--- src/rtl/ctrl_pipe_stage.sv ---
// rtl/ctrl_pipe_stage.sv - control-word pipeline from decode to write-back
// Stall holds, per-stage flush bubbles, valid-gated write strobes and occupancy/bubble stats.
module ctrl_pipe_stage #(
    parameter int                 CTRL_W      = 10,
    parameter int                 DEPTH       = 3,
    parameter logic [CTRL_W-1:0]  NOP_CTRL    = '0,
    parameter int                 MEMAREG_BIT = 6,
    parameter int                 ESCRREG_BIT = 5,
    parameter int                 CNT_W       = 16,
    localparam int                OCC_W       = $clog2(DEPTH + 1)
) (
    input  logic              clk,
    input  logic              reset,
    input  logic [CTRL_W-1:0] ctrl_in,
    input  logic              valid_in,
    input  logic              stall,
    input  logic [DEPTH-1:0]  flush,
    output logic [CTRL_W-1:0] ctrl_out,
    output logic              valid_out,
    output logic              MemaReg,
    output logic              EscrReg,
    output logic [OCC_W-1:0]  occupancy,
    output logic [CNT_W-1:0]  bubble_cnt
);

    logic [CTRL_W-1:0] r_ctrl  [DEPTH];
    logic              r_valid [DEPTH];
    logic [CNT_W-1:0]  r_bubble_cnt;

    logic [CTRL_W-1:0] w_src_ctrl  [DEPTH];
    logic              w_src_valid [DEPTH];
    logic [OCC_W-1:0]  w_occ;

    // Invalid entries are canonicalised to NOP_CTRL so a bubble can never carry a strobe.
    always_comb begin
        w_src_ctrl[0]  = valid_in ? ctrl_in : NOP_CTRL;
        w_src_valid[0] = valid_in;
        for (int i = 1; i < DEPTH; i++) begin
            w_src_ctrl[i]  = r_ctrl[i-1];
            w_src_valid[i] = r_valid[i-1];
        end
    end

    always_ff @(posedge clk or posedge reset) begin
        if (reset) begin
            for (int i = 0; i < DEPTH; i++) begin
                r_ctrl[i]  <= NOP_CTRL;
                r_valid[i] <= 1'b0;
            end
            r_bubble_cnt <= '0;
        end else begin
            for (int i = 0; i < DEPTH; i++) begin
                if (flush[i]) begin
                    r_ctrl[i]  <= NOP_CTRL;
                    r_valid[i] <= 1'b0;
                end else if (!stall) begin
                    r_ctrl[i]  <= w_src_ctrl[i];
                    r_valid[i] <= w_src_valid[i];
                end
            end
            if (!stall && !r_valid[DEPTH-1] && (r_bubble_cnt != '1)) begin
                r_bubble_cnt <= r_bubble_cnt + 1'b1;
            end
        end
    end

    always_comb begin
        w_occ = '0;
        for (int i = 0; i < DEPTH; i++) begin
            w_occ = w_occ + OCC_W'(r_valid[i]);
        end
    end

    assign ctrl_out   = r_ctrl[DEPTH-1];
    assign valid_out  = r_valid[DEPTH-1];
    assign MemaReg    = r_valid[DEPTH-1] & r_ctrl[DEPTH-1][MEMAREG_BIT];
    assign EscrReg    = r_valid[DEPTH-1] & r_ctrl[DEPTH-1][ESCRREG_BIT];
    assign occupancy  = w_occ;
    assign bubble_cnt = r_bubble_cnt;

endmodule

--- config.mk ---
export PLATFORM = sky130hd
export DESIGN_NAME = ctrl_pipe_stage
export DESIGN_NICKNAME = d
export VERILOG_FILES = /design/src/rtl/ctrl_pipe_stage.sv
export SDC_FILE = /design/constraint.sdc
export NUM_CORES = 1
export LEC_CHECK = 0
export BUFFER_PORTS_ARGS = -buffer_cell sky130_fd_sc_hd__buf_2
export CAP_MARGIN = 20
export CORE_MARGIN = 4
export CORE_UTILIZATION = 50
export DETAILED_ROUTE_END_ITERATION = 10
export GPL_ROUTABILITY_DRIVEN = 0
export PLACE_DENSITY = 0.74
export SYNTH_ARGS = -nofsm -noshare
export SYNTH_HDL_FRONTEND = slang
export SYNTH_SLANG_ARGS = --single-unit
--- constraint.sdc ---
create_clock -name clk -period 2.5 [get_ports clk]
set_clock_uncertainty 0.05 [all_clocks]
set_input_delay 0.25 -clock clk [delete_from_list [all_inputs] [get_ports clk]]
set_output_delay 0.25 -clock clk [all_outputs]
set_load 0.02 [all_outputs]
* Word-level counts from Yosys, hierarchy flattened *
Index checks and enable logic that the tools add are counted.

word-level totals
  register bits after elaboration = 49
  input bits = 17
  logic and storage cells = 33

cells by class
  reductions and logical operators = 4
  muxes and demuxes = 13
  equal/unequal tests = 4
  add/sub/neg operators = 3
  bitwise operators = 2

operator list
  kind                   number
  $mux 10                7
  $add 16x1->16 const B  1
  $ne 16x16->1 const B   1
  $mux 1                 6
  $ne 2x1->1 const B     3
  $add 1x1->2            1
  $add 2x1->2            1
  $and 1x1->1            2
  $logic_and 1x1->1      2
  $logic_not 1->1        2

* Logic depth before layout (Yosys ltp) *
  word-level depth = 3
  gate-level depth with buffers = 5

* Least setup slack after synthesis *
OpenSTA, ideal clock, no wires.

  kind = register to register
  start point = register r_bubble_cnt[0] (netlist: bubble_cnt[0])
  end point = register r_bubble_cnt[12] (netlist: bubble_cnt[12])
  setup slack = 0.825 ns
  arrival time = 1.501 ns
  clock period less this slack = 1.675 ns
  buffers on the path = 0
  cell stages (with the launch flop) = 6
  setup time = 0.125 ns
  cells stage by stage = dfrtp_1 > ha_1 > nor3b_2 > nand3_1 > nor2_1 > mux2_2

on the way
  word-level cells in the longest chain between the ends = 2

ends and longest elaborated chain
  element                                                                RTL line  RTL
  start: declaration                                                     28        logic [CNT_W-1:0] r_bubble_cnt;
  start signal: assignment                                               62        r_bubble_cnt <= r_bubble_cnt + 1'b1;
  parallel branches: the longest is 2 deep, another holds $add 16x1->16  n/a

Several ways; the timed one is not identified.
A chain may end at the register's enable or synchronous reset.

* Final worst setup path *
  start point = register r_valid (netlist bit valid_out)
  end point = output port occupancy[0]

on the way
  word-level cells in the longest chain between the ends = 1

ends and longest elaborated chain
  element                           RTL line  RTL
  start: declaration                27        logic r_valid [DEPTH];
  start signal: indexed assignment  58        r_valid[i] <= w_src_valid[i];
  $add 2x1->2                       70        w_occ = w_occ + OCC_W'(r_valid[i]);
  end: declaration                  22        output logic [OCC_W-1:0] occupancy,

No other way between the ends.

==> key figures <==
Worst hold path
  – Worst Hold Class: input pin to register

CTS
  – H-Tree Depth: 2
  – Root Driver: clkbuf_8
  – Total CTS buffers: 5
  – Worst-path clk slew: 0.08 ns
  – Worst skew pair latency: 0.29 ns
  – Postcts setup bufs: 0
  – Max clock buf depth: 2
  – CTS tree: yes
  – CTS Sinks: 49

Final layout
  – Area grow syn2layout: 14.6%
  – Share of cells above drive strength 1: 26.6%
  – N_diodes: 0
  – Layout net count: 274

Floorplanning
  – Die ar.: 0.00574 sq mm
  – Die H: 75.8 microns
  – Die W: 75.8 microns
  – Core ar.: 0.00441 sq mm
  – Starting Density: 52.0%
  – Num ports: 48
  – FP Rows: 24

Logic synthesis
  – Synthesis warning total: 0
  – Syn nets: 235
  – Avg Inst Size Synth: 10.6 sq um
  – Post-synthesis sequential area ratio: 53.4%
  – Post-Syn Instances: 216
  – Yosys reg bits: 49
  – Synth Cell Area: 0.00230 sq mm
  – Cell variety after synth: 32

Timing
  – Max Fclk: 552 MHz
  – Relative slew slack: 63.4%
  – Hold Vio Cnt, Final: 0
  – Setup TNS: 0 ns
  – Period utilization: 72.5%
  – RSZ-0062 raised after global routing: false
  – Max Transition Viols Final: 0
  – Setup Viol. Count Final: 0
  – Post-route minimum period: 1.81 ns
  – Worst-margin pin slew: 0.550 ns

Place
  – Hpwl dp: 3050 microns
  – PortBufs: 47

Critical path
  – Kind of critical path: register to output port
  – Crit-path slowest cell: fa_1
  – Cell Chain, Critical Path: fa_1, buf_2
  – Arr. time, crit path: 1.51 ns
  – Nature of the critical path endpoint: output port
  – Slowest Stage Delay on Critical Path: 0.56 ns
  – Worst Path Required: 2.20 ns
  – Flop-to-flop setup slack: 0.79 ns
  – Startpoint types: register
  – Crit-path max FO: 9

Routing
  – Avg WL per Cell: 13.7 microns
  – DR vias: 1622
  – Antenna-violating nets left: 0
  – DRT Pass-1 Iters: 4
  – Vias per Instance: 5.27
  – DRC viols: 0
  – Routed WL: 4230 microns
  – DRT iter0 DRCs: 129

Pwr
  – Sw Pwr: 506 uW
  – Sequential share of power: 51.1%
  – P_leak: 0.00144 uW
  – Comb pwr share: 17.2%
  – Worst VDD drop: 0.000340 V
  – Clock share of power: 31.7%
  – Pint: 1300 uW
  – Switching power share of the total: 28.0%
  – Total power: 1810 uW
  – PwrDens: 687 mW/mm^2

Status
  – Status: complete, no violations

Global route
  – First-pass GRT wire length: 7130 microns
  – Total GRT Usage: 16.6%
  – Largest net degree at the start of global routing: 45
  – Initial antenna violation count: 0
  – GRT overflow: 0
  – Vias in the first global route: 1529

Run
  – Max-Cap Viols: 0
## through the flow
stage | instance area (sq um) | utilization, % | hold slack [ns] | setup WS [ns] | instances
floorplan | 2300 | - | 0.266 | 0.825 | 216
global placement | 2510 | 56.8 | 0.182 | 0.880 | 299
detailed placement | 2510 | 56.8 | 0.178 | 0.814 | 299
CTS | 2630 | 59.6 | 0.142 | 0.662 | 308
global route | 2630 | 59.6 | 0.161 | 0.612 | 308
finish | 2630 | 59.6 | 0.153 | 0.688 | 308
## layout by cell type, fill, tap and decap left out, types with 2 or more instances in the layout
master and count:
nand4_1 2, nor2_1 50, nand3_1 5, nor3_2 2
clkbuf_8 6, nand2_1 16, o21ai_0 4, dfrtp_1 49
nor3b_1 2, and2_1 2, buf_2 47, and4_1 2
mux2i_1 22, xor2_1 10, nor3_1 4, a21oi_1 12
nand4_4 2, buf_4 3
## per-layer routing
layer	track usage, %	part of all wire (%)
met2	25.6	44
met5	0	0
met3	3.96	5.6
met4	6.02	1.4
met1	22.9	49
## worst paths after layout
check                               from        endpoint  cells past startpoint
max                            valid_out    occupancy[0]                      2
min                           ctrl_in[9]      r_ctrl[29]                      3
max reg2reg                bubble_cnt[0]  bubble_cnt[12]                      5
min reg2reg                   r_ctrl[22]      r_ctrl[22]                      2
max in group asynchronous          reset   bubble_cnt[3]                      4
min in group asynchronous          reset     ctrl_out[3]                      3
## cells by family (layout without fill, tap and decap cells)
group | count (synthesis) | after routing | synth area share, %
adder cells (fa/ha/maj) | 2 | 2 | 1.42
multiplexers | 24 | 24 | 10.7
XOR/XNOR | 10 | 10 | 3.81
AO/OA/AOI/OAI | 18 | 18 | 4.19
buffers and inverters | 20 | 60 | 5.12
flip-flops | 49 | 49 | 53.4
AND/OR/NAND/NOR | 93 | 93 | 21.4
## synthesized netlist by cell type (all sizes together)
cell type   n  area, sq um
nor2       50          188
dfrtp      49         1230
mux2i      22          220
nand2      16         60.1
buf        15         98.8
a21oi      12         60.1
xor2       10         87.6
nand3       6         35.0
nor3        6         40.0
clkbuf      4         15.0
nand4       4         55.1
o21ai       4         20.0
nor3b       3         27.5
and2        2         12.5
and4        2         17.5
mux2        2         26.3
a22oi       1         7.51
a41oi       1         8.76
and4bb      1         12.5
fa          1         20.0
ha          1         12.5
inv         1         3.75
nor2b       1         6.26
nor4        1         21.3
nor4b       1         15.0
## power by group through the flow
| stage | combinational, uW | sequential, uW | clock [uW] |
|---|---|---|---|
| after detailed placement | 316 | 941 | 0 |
| final | 312 | 925 | 573 |
| after global placement | 313 | 936 | 0 |
| after floorplan | 157 | 989 | 0 |
| after global routing | 346 | 939 | 622 |
| after CTS | 319 | 925 | 592 |
## registers in the layout (all words and copies together), names as in the netlist
name	count
r_ctrl	20
r_valid	2
valid_out	1
bubble_cnt	16
ctrl_out	10
## area by class of cell
cell class                 instances  area (sq um)
inverter                           1          3.75
multi-input combinational        147           953
tap                               52          65.1
fill                             379          1780
clock buffer                       7          86.3
timing repair buffer              51           268
sequential                        49          1230
clock inverter                     1          30.0
## what timing repair did
| item | in CTS | in global routing |
|---|---|---|
| endpoints found under the hold margin | 14 | 0 |
| resized for setup | 0 | 0 |
| hold buffers | 1 | 0 |
## critical path, delay by kind of cell (launching register included)
kind	cells	cell delay (ns)
adders and majority gates	1	0.56
buffers and inverters	1	0.16
DFF	1	0.50
(Power assumes the default switching activity.)
